===== config.mk =====
export PLATFORM = sky130hd
export DESIGN_NAME = cla_pipe_adder
export DESIGN_NICKNAME = d
export VERILOG_FILES = /design/src/rtl/cla_pkg.sv /design/src/rtl/cla_block.sv /design/src/rtl/cla_pipe_adder.sv
export SDC_FILE = /design/constraint.sdc
export NUM_CORES = 1
export LEC_CHECK = 0
export CORE_AREA = 2 2 170 172
export CTS_BUF_LIST = sky130_fd_sc_hd__clkbuf_4 sky130_fd_sc_hd__clkbuf_8 sky130_fd_sc_hd__clkbuf_16
export DETAILED_ROUTE_END_ITERATION = 6
export DIE_AREA = 0 0 172 174
export PLACE_DENSITY = 0.79
export SKIP_LAST_GASP = 1
export SLEW_MARGIN = 20
export SYNTH_ARGS = -nofsm -noshare
export SYNTH_HDL_FRONTEND = slang
export SYNTH_SLANG_ARGS = --single-unit

===== constraint.sdc =====
create_clock -name clock -period 8.6 [get_ports clock]
set_clock_uncertainty 0.1 [all_clocks]
set_input_delay 1.72 -clock clock [delete_from_list [all_inputs] [get_ports clock]]
set_output_delay 1.72 -clock clock [all_outputs]
set_load 0.01 [all_outputs]

===== src/rtl/cla_pkg.sv =====
// Shared types and lookahead helper for the pipelined carry-lookahead adder.
// A stage payload is split into this control struct plus a data word.
package cla_pkg;

  // Group width handled by one lookahead unit.
  localparam int LA_W = 4;

  // Per-stage control. The data word holds resolved low sum bits plus unresolved upper operand A bits.
  typedef struct packed {
    logic valid;
    logic carry;
    logic ovf;
  } stage_ctl_t;

  // Group generate/propagate of one LA_W-bit group, returned as {G, P}.
  function automatic logic [1:0] gp_lookahead(input logic [LA_W-1:0] g,
                                              input logic [LA_W-1:0] p);
    logic gg;
    gg = g[3] | (p[3] & g[2]) | (p[3] & p[2] & g[1]) | (p[3] & p[2] & p[1] & g[0]);
    return {gg, &p};
  endfunction

endpackage


===== src/rtl/cla_block.sv =====
// Combinational BLOCK-bit carry-lookahead slice: group lookahead between
// 4-bit groups, bit carries inside each group from the group carry-in.
module cla_block
  import cla_pkg::*;
#(
  parameter int BLOCK = 16
) (
  input  logic [BLOCK-1:0] a,
  input  logic [BLOCK-1:0] b,
  input  logic             ci,
  output logic [BLOCK-1:0] s,
  output logic             co,
  output logic             cmsb
);

  localparam int NIB  = (BLOCK + LA_W - 1) / LA_W;
  localparam int PADW = NIB * LA_W;

  logic [PADW-1:0] g;
  logic [PADW-1:0] p;
  logic [PADW-1:0] c;

  always_comb begin
    logic       grp_c;
    logic       bit_c;
    logic [1:0] gp;
    g = '0;
    p = '0;
    c = '0;
    g[BLOCK-1:0] = a & b;
    p[BLOCK-1:0] = a ^ b;
    grp_c = ci;
    for (int k = 0; k < NIB; k++) begin
      bit_c = grp_c;
      for (int j = 0; j < LA_W; j++) begin
        c[k*LA_W + j] = bit_c;
        bit_c = g[k*LA_W + j] | (p[k*LA_W + j] & bit_c);
      end
      gp    = gp_lookahead(g[k*LA_W +: LA_W], p[k*LA_W +: LA_W]);
      grp_c = gp[1] | (gp[0] & grp_c);
    end
  end

  assign s    = p[BLOCK-1:0] ^ c[BLOCK-1:0];
  assign co   = g[BLOCK-1] | (p[BLOCK-1] & c[BLOCK-1]);
  assign cmsb = c[BLOCK-1];

endmodule


===== src/rtl/cla_pipe_adder.sv =====
// Pipelined carry-lookahead adder/subtractor: one BLOCK-bit slice resolved per
// stage, valid/ready handshake with a global stall on output back-pressure.
module cla_pipe_adder
  import cla_pkg::*;
#(
  parameter int WIDTH = 64,
  parameter int BLOCK = 16
) (
  input  logic             clock,
  input  logic             reset,
  input  logic             in_valid,
  output logic             in_ready,
  input  logic [WIDTH-1:0] op1,
  input  logic [WIDTH-1:0] op2,
  input  logic             sub,
  input  logic             cin,
  output logic             out_valid,
  input  logic             out_ready,
  output logic [WIDTH-1:0] sum,
  output logic             crout,
  output logic             ovf
);

  localparam int STAGES = WIDTH / BLOCK;

  logic advance;

  assign advance  = !out_valid || out_ready;
  assign in_ready = advance;

  for (genvar gi = 0; gi < STAGES; gi++) begin : stg
    localparam int LO = gi * BLOCK;
    localparam int RW = WIDTH - LO;

    logic [WIDTH-1:0] word_in;
    logic [WIDTH-1:0] word_next;
    logic [WIDTH-1:0] word_reg;
    logic [RW-1:0]    b_in;
    stage_ctl_t       ctl_in;
    stage_ctl_t       ctl_next;
    stage_ctl_t       ctl_reg;
    logic [BLOCK-1:0] s;
    logic             co;
    logic             cmsb;

    if (gi == 0) begin : src
      assign word_in = op1;
      assign b_in    = op2 ^ {WIDTH{sub}};
      assign ctl_in  = '{valid: in_valid, carry: sub | cin, ovf: 1'b0};
    end else begin : src
      assign word_in = stg[gi-1].word_reg;
      assign b_in    = stg[gi-1].fwd.b_reg;
      assign ctl_in  = stg[gi-1].ctl_reg;
    end

    cla_block #(.BLOCK(BLOCK)) u_cla (
      .a    (word_in[LO +: BLOCK]),
      .b    (b_in[BLOCK-1:0]),
      .ci   (ctl_in.carry),
      .s    (s),
      .co   (co),
      .cmsb (cmsb)
    );

    // Overflow only exists at the MSB slice; earlier stages carry a constant 0 forward.
    always_comb begin
      word_next              = word_in;
      word_next[LO +: BLOCK] = s;
      ctl_next.valid         = ctl_in.valid;
      ctl_next.carry         = co;
      ctl_next.ovf           = (gi == STAGES - 1) ? (cmsb ^ co) : ctl_in.ovf;
    end

    always_ff @(posedge clock) begin
      if (reset) begin
        word_reg <= '0;
        ctl_reg  <= '0;
      end else if (advance) begin
        word_reg <= word_next;
        ctl_reg  <= ctl_next;
      end
    end

    if (gi < STAGES - 1) begin : fwd
      logic [RW-BLOCK-1:0] b_reg;
      always_ff @(posedge clock) begin
        if (reset) begin
          b_reg <= '0;
        end else if (advance) begin
          b_reg <= b_in[RW-1:BLOCK];
        end
      end
    end
  end

  assign out_valid = stg[STAGES-1].ctl_reg.valid;
  assign crout     = stg[STAGES-1].ctl_reg.carry;
  assign ovf       = stg[STAGES-1].ctl_reg.ovf;
  assign sum       = stg[STAGES-1].word_reg;

endmodule


After elaboration in Yosys (flattened, before gate mapping)
Cells that the tools add are included.
Widths: inputs -> output; s select.
- word-level logic and storage cells: 269
- latch bits: 0
- bits in read-only memories: 0
- register bits: 361
- memories kept: 0
- output and inout port bits: 68
- bits in writable memories: 0
- mux-type cells: 0
- bitwise logic cells: 239
- magnitude comparators: 0
- reductions and logical operators: 14
- shifts and indexed selects: 0
- equal/unequal tests: 0
- divide/modulo/power cells: 0
- add/subtract/negate cells: 0
- $mul: 0
- operators with widths (operator ; count):
    $xor 16x16->16 ; 8
    $and 1x1->1 ; 124
    $or 1x1->1 ; 101
    $and 16x16->16 ; 4
    $xor 64x64->64 ; 1
    $reduce_and 4->1 ; 12
    $logic_not 1->1 ; 1
    $logic_or 1x1->1 ; 1
    $xor 1x1->1 ; 1

Depth between registers and ports, before layout
Gate-level depths: netlist (run 1).
- depth in word-level cells: 19
- mapped depth: 16

Modules after synthesis
From an unflattened synthesis (run 1), not the netlist that was laid out.
- cell total of the unflattened synthesis: 1877
- area, all modules: 15955.3 µm²
- by module, submodules not included (module ; area an instance (µm²) ; instances ; cells each ; seq. area each (µm²)):
    cla_pipe_adder ; 13367.8 ; 1 ; 1589 ; 7226.9
    cla_block ; 646.9 ; 4 ; 72 ; 0.0

Worst setup path after synthesis (run 1)
Ideal clock, no wire load.
- path type: input port to flip-flop
- from: in sub
- to: reg stg[0].word_reg[15]
- library setup time: 132 ps
- path buffers: 2
- slack: 3391 ps
- stages: 15
- arrival time: 4977 ps
- cells stage by stage: buf_2 > buf_2 > xor2_1 > ha_1 > o2111ai_1 > and3_1 > o21ai_0 > nand2_1 > fa_1 > fa_1 > fa_1 > inv_1 > fa_1 > nand2_1 > a21oi_1
- word-level cells in the longest chain between the ends: 18
- elaborated cells on any way between the ends: 44
- those cells by class: bitwise: 41; reduce/logical: 3
- ends and longest elaborated chain (what ; RTL line ; source):
    start, declared ; cla_pipe_adder.sv:15 ; input logic sub,
    $xor 64x64->64 ; cla_pipe_adder.sv:48 ; assign b_in = op2 ^ {WIDTH{sub}};
    $xor 16x16->16 / $and 16x16->16 (equally long branches) ; cla_block.sv:31, cla_block.sv:30 ;
    $and 1x1->1 ; cla_pkg.sv:19 ; gg = g[3] | (p[3] & g[2]) | (p[3] & p[2] & g[1]) | (p[3] & p[2] & p[1] & g[0]);
    $or 1x1->1 / $and 1x1->1 (equally long branches) (2 in a row) ; cla_pkg.sv:19 ;
    $or 1x1->1 ; cla_pkg.sv:19 ;
    $or 1x1->1 ; cla_block.sv:40 ; grp_c = gp[1] | (gp[0] & grp_c);
    $and 1x1->1 ; cla_block.sv:40 ;
    $or 1x1->1 ; cla_block.sv:40 ;
    [2 not listed] ; n/a ;
    $and 1x1->1 ; cla_block.sv:37 ; bit_c = g[k*LA_W + j] | (p[k*LA_W + j] & bit_c);
    $or 1x1->1 ; cla_block.sv:37 ;
    $and 1x1->1 ; cla_block.sv:37 ;
    $or 1x1->1 ; cla_block.sv:37 ;
    $and 1x1->1 ; cla_block.sv:37 ;
    $or 1x1->1 ; cla_block.sv:37 ;
    $xor 16x16->16 (*) ; cla_block.sv:44 ; assign s = p[BLOCK-1:0] ^ c[BLOCK-1:0];
    named net stg[0].s[15] ; cla_pipe_adder.sv:42 ; logic [BLOCK-1:0] s;
    end signal, assigned ; cla_pipe_adder.sv:79 ; word_reg <= word_next;
    end, declared ; cla_pipe_adder.sv:37 ; logic [WIDTH-1:0] word_reg;
Mark *: on every way through the listed nets, which the timed path passes. The rest lies on a longest branch.
A chain may end at the register's enable or synchronous reset.

Worst setup path after layout (run 1)
- from: in out_ready
- to: out in_ready
- word-level cells in the longest chain between the ends: 1
- ends and longest elaborated chain (what ; RTL line ; source):
    start, declared ; cla_pipe_adder.sv:18 ; input logic out_ready,
    $logic_or 1x1->1 ; cla_pipe_adder.sv:28 ; assign advance = !out_valid || out_ready;
    end, declared ; cla_pipe_adder.sv:12 ; output logic in_ready,
No other way between the ends.

==> results.ini, run 1 <==
[synth]
ys_ff_latch=361
ys_top_cells_by_count=nand2_1 (574), dfxtp_1 (361), a21oi_1 (298)
synth_top_flop_cell=dfxtp_1
synthCells=1817
syn_avg_cell_area_um2=8.38
syn_nets=2051
synthArstFlopShare=0
synth_edf_count=0
syn_area_mm2=0.0152
yosysWarnings=0
netlist.top_cell.by_area=dfxtp_1
ys_types=38
ys_seq_area_frac=0.474
synth_area_leaders=dfxtp_1 (47%), nand2_1 (14%), a21oi_1 (9.8%), fa_1 (6.8%), ha_1 (3.9%)
synth_top_area_share=0.474
yosysMostFrequentCell=nand2_1

[clocking]
post_cts.repair.setup_buffers=0
root_buffer=clkbuf_16
clockBufferDepth=3
htree_levels=2
cts_buffers=37
clkLatencyLatePin_ns=0.51
cts.reportedPaths.clkPinSlew_ns=0.06
cts_tree=done
cts_hold_buf=0
cts_resized=0
cts_sinks=361

[timing]
setup_viol_count_final=0
fmax_mhz=174
finalCriticalPeriod_ns=5.75
setup_tns_ns=0
slew_viol_final=0
relSlewSlack=0.344
finalHoldViolations=0
rsz0062_at_grt=no
finalCritPeriodShare=0.668
tightest_slew_ns=0.984
setup_slack_ns=2.85

[place]
portBuffers=201
placed_area_mm2=0.0172
dp_hpwl_um=20400
finalWeightedCongestion=0.785
post-place-ws_ns=2.88

[global_route]
grt_max_degree=206
grt_pass1_vias=11500
grt_overflow=0
gr-usage-all-layers=0.211
antenna_found_initial=0
grt_pass1_wl_um=52900

[worst_setup_path]
crit-reg2reg-launch=stg[1].word_reg[32]
crit_fanout=98
worstPathArrival_ns=3.93
cp-start-kind=input pin
end_kind=output pin
r2r_cells=12
crit_type=in -> out
reg2reg_slack_ns=4.72
critPathRequiredTime_ns=6.78
reg2reg_to=stg[2].word_reg[47]

[power]
leakage_nw=7.29
powerDensity_mw_per_mm2=212
peakVddDrop_v=0.000124

[outcome]
run_status=complete, no violations

[flow_run]
maxCapViolCount=0

[detailed_routing]
drtPass1Iterations=5
drt_iter0_markers=958
wire_per_inst_um=13.5
vias=12100
drt_wl_total_um=31800
drc=0
antenna_left=0
via_per_inst=5.14

[layout]
n_antenna_cell=0
synthToLayoutAreaGrowth_pct=21.8
largest_reg_flops=192
drive_above_1_share=0.0422
regArea_mm2=0.00723
multi_input_area_mm2=0.00721
nNetsFinal=2172
fill_cells=2345
final_cell_area_mm2=0.0186
final_core_util=0.657

[floorplanning]
core_area_mm2=0.0282
dieArea_mm2=0.0299
num_rows=62
pin_count=202
die_w_um=172
die_h_um=174
start_util=0.539

[hold_path]
min_path_cells=2
min_path_type=reg -> reg
hold_end=sum[4]
min_from=sum[4]

[cell families (layout without fill, tap and decap cells)]
group                    count (synthesis)  after routing  synth area share
buffers and inverters                  189            339            0.0526
adder cells (fa/ha/maj)                100            100             0.108
flip-flops                             361            361             0.474
AND/OR/NAND/NOR                        696            696             0.176
XOR/XNOR                                77             77            0.0443
AO/OA/AOI/OAI                          394            394             0.145
[critical path: stages]
cell	delay [ns]
clkdlybuf4s50_1	0.45
nor2b_4	0.72
inv_8	0.38
clkdlybuf4s50_1	0.59
[metrics by stage]
| step | power [mW] | hold slack (ns) | instances |
|---|---|---|---|
| global placement | 2.27 | 0.338 | 2283 |
| finish | 3.93 | 0.347 | 2351 |
| detailed placement | 2.29 | 0.343 | 2283 |
| global route | 4.10 | 0.362 | 2351 |
| CTS | 3.97 | 0.351 | 2351 |
| floorplan | 2.13 | 0.332 | 1817 |
[cell type report]
| cell class | instances | share of cell area |
|---|---|---|
| Timing Repair Buffer | 209 | 0.113 |
| Tap cell | 384 | 0.0259 |
| Inverter | 62 | 0.0129 |
| Multi-Input combinational cell | 1267 | 0.389 |
| Clock buffer | 49 | 0.0587 |
| Clock inverter | 19 | 0.0115 |
| Sequential cell | 361 | 0.389 |
[report_power, final]
group          internal (mW)  total, mW  switching (mW)
Combinational          0.205      0.406           0.201
Clock                   1.02       1.67           0.653
Sequential              1.79       1.85          0.0657
[per-layer routing]
metal	vias up	routed length [um]	track usage
met5	-	0	0
met1	5658	13900	0.277
met4	0	600	0.0581
met2	235	15900	0.361
met3	46	1500	0.0332
li1	6140	-	-
[layout by cell type (no fill, tap or decap), types with 9 or more instances in the layout]
master           synthesis  final
nand3_1                  9      9
a21oi_1                298    298
dfxtp_1                361    361
clkdlybuf4s50_1          0    199
xor2_1                  17     17
nand2_1                574    574
inv_1                   61     61
ha_1                    48     48
fa_1                    52     52
xnor2_1                 60     60
a211oi_1                78     78
clkbuf_16                0     39
nor2_1                  93     93
[worst max path at each step]
stage                           to       from
6_report                  in_ready  out_ready
5_1_grt                   in_ready  out_ready
4_1_cts                   in_ready  out_ready
3_5_place_dp              in_ready  out_ready
3_3_place_gp              in_ready  out_ready
2_1_floorplan  stg[0].word_reg[15]        sub
Power figures use the tool's default switching activity.
==> inputs of run 2 (changes only) <==
- clock period: 8.6 -> 5.47 ns (I/O delays scaled with it)
==> results.ini, run 2 (synthesis results as in run 1) <==
[clocking]
cts.reportedPaths.clkPinSlew_ns=0.06
clockBufferDepth=3
cts_hold_buf=0
clkLatencyLatePin_ns=0.51
cts_resized=0
htree_levels=2
cts_tree=done
post_cts.repair.setup_buffers=0
root_buffer=clkbuf_16
cts_buffers=38
cts_sinks=361

[outcome]
run_status=complete, no violations

[layout]
final_cell_mix=nand2_1 (574), dfxtp_1 (361), a21oi_1 (298)
largest_reg_flops=192
multi_input_area_mm2=0.00721
regArea_mm2=0.00723
n_antenna_cell=0
final_common_cell=nand2_1
fill_cells=2298
nNetsFinal=2176
synthToLayoutAreaGrowth_pct=22.2
drive_above_1_share=0.0446

[detailed_routing]
drt_wl_total_um=31500
via_per_inst=5.14
antenna_left=0
drtPass1Iterations=6
drc=0
vias=12100
wire_per_inst_um=13.4
drt_iter0_markers=796

[global_route]
gr-usage-all-layers=0.212
grt_max_degree=242
antenna_found_initial=0
grt_pass1_wl_um=53200
grt_overflow=0
grt_pass1_vias=11700

[timing]
finalHoldViolations=0
setup_tns_ns=0
setup_slack_ns=1.10
setup_viol_count_final=0
relSlewSlack=0.304
finalCriticalPeriod_ns=4.37
rsz0062_at_grt=no
tightest_slew_ns=1.04
slew_viol_final=0
finalCritPeriodShare=0.799
fmax_mhz=229
whs_ns=0.347

[worst_setup_path]
crit-reg2reg-launch=stg[1].word_reg[32]
setup.worst_path.start=op2[3]
crit_fanout=4
cp-start-kind=input pin
crit_type=in -> reg
reg2reg_slack_ns=1.65
end_kind=flip-flop
r2r_cells=12
worstPathArrival_ns=4.62
reg2reg_to=stg[2].word_reg[47]
critPathRequiredTime_ns=5.72

[hold_path]
min_path_type=reg -> reg
min_from=sum[5]
hold_end=sum[5]
min_path_cells=2

[floorplanning]
pin_count=202
dieArea_mm2=0.0299
die_h_um=174
core_area_mm2=0.0282
start_util=0.539
die_w_um=172
num_rows=62

[power]
leakage_nw=7.35
powerDensity_mw_per_mm2=335
peakVddDrop_v=0.000199
fin_total_pwr_mw=6.23

[place]
post-place-ws_ns=0.568
portBuffers=201
dp_hpwl_um=20200
finalWeightedCongestion=0.837

[flow_run]
maxCapViolCount=0

run 2: routing by layer:
metal	part of all wire	vias up	global-route usage
li1	-	6156	-
met1	0.45	5643	0.276
met2	0.48	254	0.363
met3	0.046	61	0.0321
met4	0.023	0	0.0634
met5	0	-	0
run 2: worst max-delay path, stage by stage:
cell and delay [ns]:
clkdlybuf4s50_1 0.43, xor2_1 0.15, ha_1 0.38, o2111ai_1 0.13
and3_1 0.23, o21ai_0 0.21, nand2_1 0.11, fa_1 0.42
fa_1 0.42, fa_1 0.39, inv_1 0.08, fa_1 0.41
nand2_1 0.07, a21oi_1 0.08
run 2: cell type report:
| type | instances | area share |
|---|---|---|
| inverters | 62 | 0.0129 |
| multi-input cells | 1267 | 0.387 |
| well taps | 384 | 0.0258 |
| repair buffers | 212 | 0.114 |
| clock buffers | 51 | 0.0608 |
| flip-flops and latches | 361 | 0.388 |
| clock inverters | 19 | 0.0110 |
run 2: how the worst max path moves through the flow:
stage,slack [ns],depth (start not counted),end
floorplan,0.89,15,stg[0].word_reg[15]
global placement,0.62,15,stg[0].word_reg[15]
detailed placement,0.57,15,stg[0].word_reg[15]
CTS,1.11,15,stg[0].word_reg[15]
global route,0.98,15,stg[0].word_reg[15]
finish,1.10,14,stg[0].word_reg[15]
run 2: power breakdown:
part | total (mW) | switching (mW) | internal [mW]
sequential | 2.92 | 0.104 | 2.81
clock | 2.68 | 1.03 | 1.65
combinational | 0.637 | 0.315 | 0.323
total | 6.23 | 1.45 | 4.78
run 2: metrics by stage:
step / cells / area (um2) / utilization
finish: 2356 / 18600 / 0.659
global route: 2356 / 18600 / 0.659
CTS: 2356 / 18600 / 0.659
detailed placement: 2286 / 17300 / 0.612
global placement: 2286 / 17300 / 0.612
floorplan: 1817 / 15200 / -
==> inputs of run 3 (changes only) <==
- clock period: 5.47 -> 4.6 ns (I/O delays scaled with it)
==> results.ini, run 3 (synthesis results as in run 1) <==
[global_route]
antenna_found_initial=0
grt_overflow=0
grt_max_degree=256
grt_pass1_wl_um=52800
gr-usage-all-layers=0.210
grt_pass1_vias=11600

[worst_setup_path]
cp-start-kind=input pin
cp_top_family=adder cells
reg2reg_slack_ns=0.68
r2r_cells=12
crit_fanout=3
cp_cell_sequence=clkdlybuf4s50_1 > xor2_1 > ha_1 > o21a_1 > o2111ai_1 > and3_1 > o21ai_0 > nand2_1 > fa_1 > fa_1 > fa_1 > inv_1 > fa_1 > nand2_1 > a21oi_1
crit_type=in -> reg
critPathSlowestCell=clkdlybuf4s50_1
worstPathArrival_ns=4.44
crit-reg2reg-launch=stg[2].word_reg[48]
end_kind=flip-flop
crit_buf_inv=2
max_stage_delay_ns=0.42
critPathRequiredTime_ns=4.85
path_common_cell=fa_1
reg2reg_to=sum[63]

[floorplanning]
dieArea_mm2=0.0299
start_util=0.539
core_area_mm2=0.0282
num_rows=62
die_w_um=172
die_h_um=174
pin_count=202

[timing]
rsz0062_at_grt=no
relSlewSlack=0.290
slew_viol_final=0
whs_ns=0.347
setup_tns_ns=0
finalHoldViolations=0
setup_viol_count_final=0
finalCritPeriodShare=0.910
fmax_mhz=239
setup_slack_ns=0.413
finalCriticalPeriod_ns=4.19
tightest_slew_ns=1.07

[detailed_routing]
wire_per_inst_um=13.5
drt_iter0_markers=809
drtPass1Iterations=7
drt_wl_total_um=31800
vias=12200
via_per_inst=5.16
antenna_left=0
drc=0

[layout]
final_common_cell=nand2_1
n_antenna_cell=0
drive_above_1_share=0.0441
final_cell_area_mm2=0.0186
final_cell_count_no_fill=2355
synthToLayoutAreaGrowth_pct=21.8
final_cell_mix=nand2_1 (574), dfxtp_1 (361), a21oi_1 (298)
fill_cells=2362
nNetsFinal=2178
largest_reg_flops=192

[clocking]
post_cts.repair.setup_buffers=0
cts_buffers=38
htree_levels=2
cts_tree=done
cts_hold_buf=0
clkLatencyLatePin_ns=0.52
clockBufferDepth=3
cts.reportedPaths.clkPinSlew_ns=0.06
cts_resized=0
cts_sinks=361
root_buffer=clkbuf_16

[power]
p_seq_frac=0.478
powerDensity_mw_per_mm2=391
leakage_nw=7.33
switching_share=0.235
peakVddDrop_v=0.000243
p_int_mw=5.54
pwr-share-clk=0.417
combPwrFrac=0.105
power_switching_mw=1.71

[place]
portBuffers=201
finalWeightedCongestion=0.843
post-place-ws_ns=-0.0814
dp.cells=2288
placed_area_mm2=0.0173
dp_hpwl_um=20300

[hold_path]
min_from=sum[6]
hold_end=sum[6]
min_path_type=reg -> reg
min_path_cells=2

[outcome]
run_status=complete, no violations

[flow_run]
maxCapViolCount=0

## run 3: changes by cell type in the layout (fill, tap and decap cells not counted), sizes merged
| cell | before | now |
|---|---|---|
| bufinv | 4 | 1 |
| clkbuf | 51 | 54 |
| buf | 13 | 15 |
| clkinvlp | 2 | 0 |
| inv | 63 | 62 |
## run 3: how the worst max path moves through the flow
stage / from / end / cells after the start
2_1_floorplan: sub / stg[0].word_reg[15] / 15
3_3_place_gp: op2[0] / stg[0].word_reg[15] / 15
5_1_grt: op2[0] / stg[0].word_reg[15] / 15
6_report: op2[0] / stg[0].word_reg[15] / 15
3_5_place_dp: op2[0] / stg[0].word_reg[15] / 15
4_1_cts: op2[0] / stg[0].word_reg[15] / 15
## run 3: final cells by class
cell class	count	area, um2	share of cell area
Clock inverter	13	90.1	0.00485
Multi-Input combinational cell	1267	7210	0.389
Inverter	62	240	0.0129
Sequential cell	361	7230	0.389
Tap cell	384	480	0.0259
Timing Repair Buffer	214	2150	0.116
Clock buffer	54	1160	0.0626
## run 3: tightest hold or removal path: stages (launching register included)
cell and delay (ns):
dfxtp_1 0.30, nand2_1 0.05, a21oi_1 0.05
## run 3: per-layer routing
metal  part of all wire  global-route usage  vias up
li1                   -                   -     6144
met1               0.45               0.279     5669
met2               0.48               0.353      271
met3              0.046              0.0310       66
met4              0.025              0.0630        0
met5                  0                   0        -
## run 3: power groups by stage
stage | Combinational (mW) | Sequential, mW | Clock, mW
after global placement | 0.736 | 3.52 | 0
after global routing | 0.861 | 3.49 | 3.22
after detailed placement | 0.759 | 3.53 | 0
after floorplan | 0.469 | 3.51 | 0
final | 0.761 | 3.47 | 3.02
after CTS | 0.768 | 3.47 | 3.08
## run 3: through the flow
stage | power (mW) | utilization
finish | 7.25 | 0.657
global route | 7.57 | 0.657
CTS | 7.32 | 0.657
detailed placement | 4.29 | 0.613
global placement | 4.26 | 0.613
floorplan | 3.98 | -
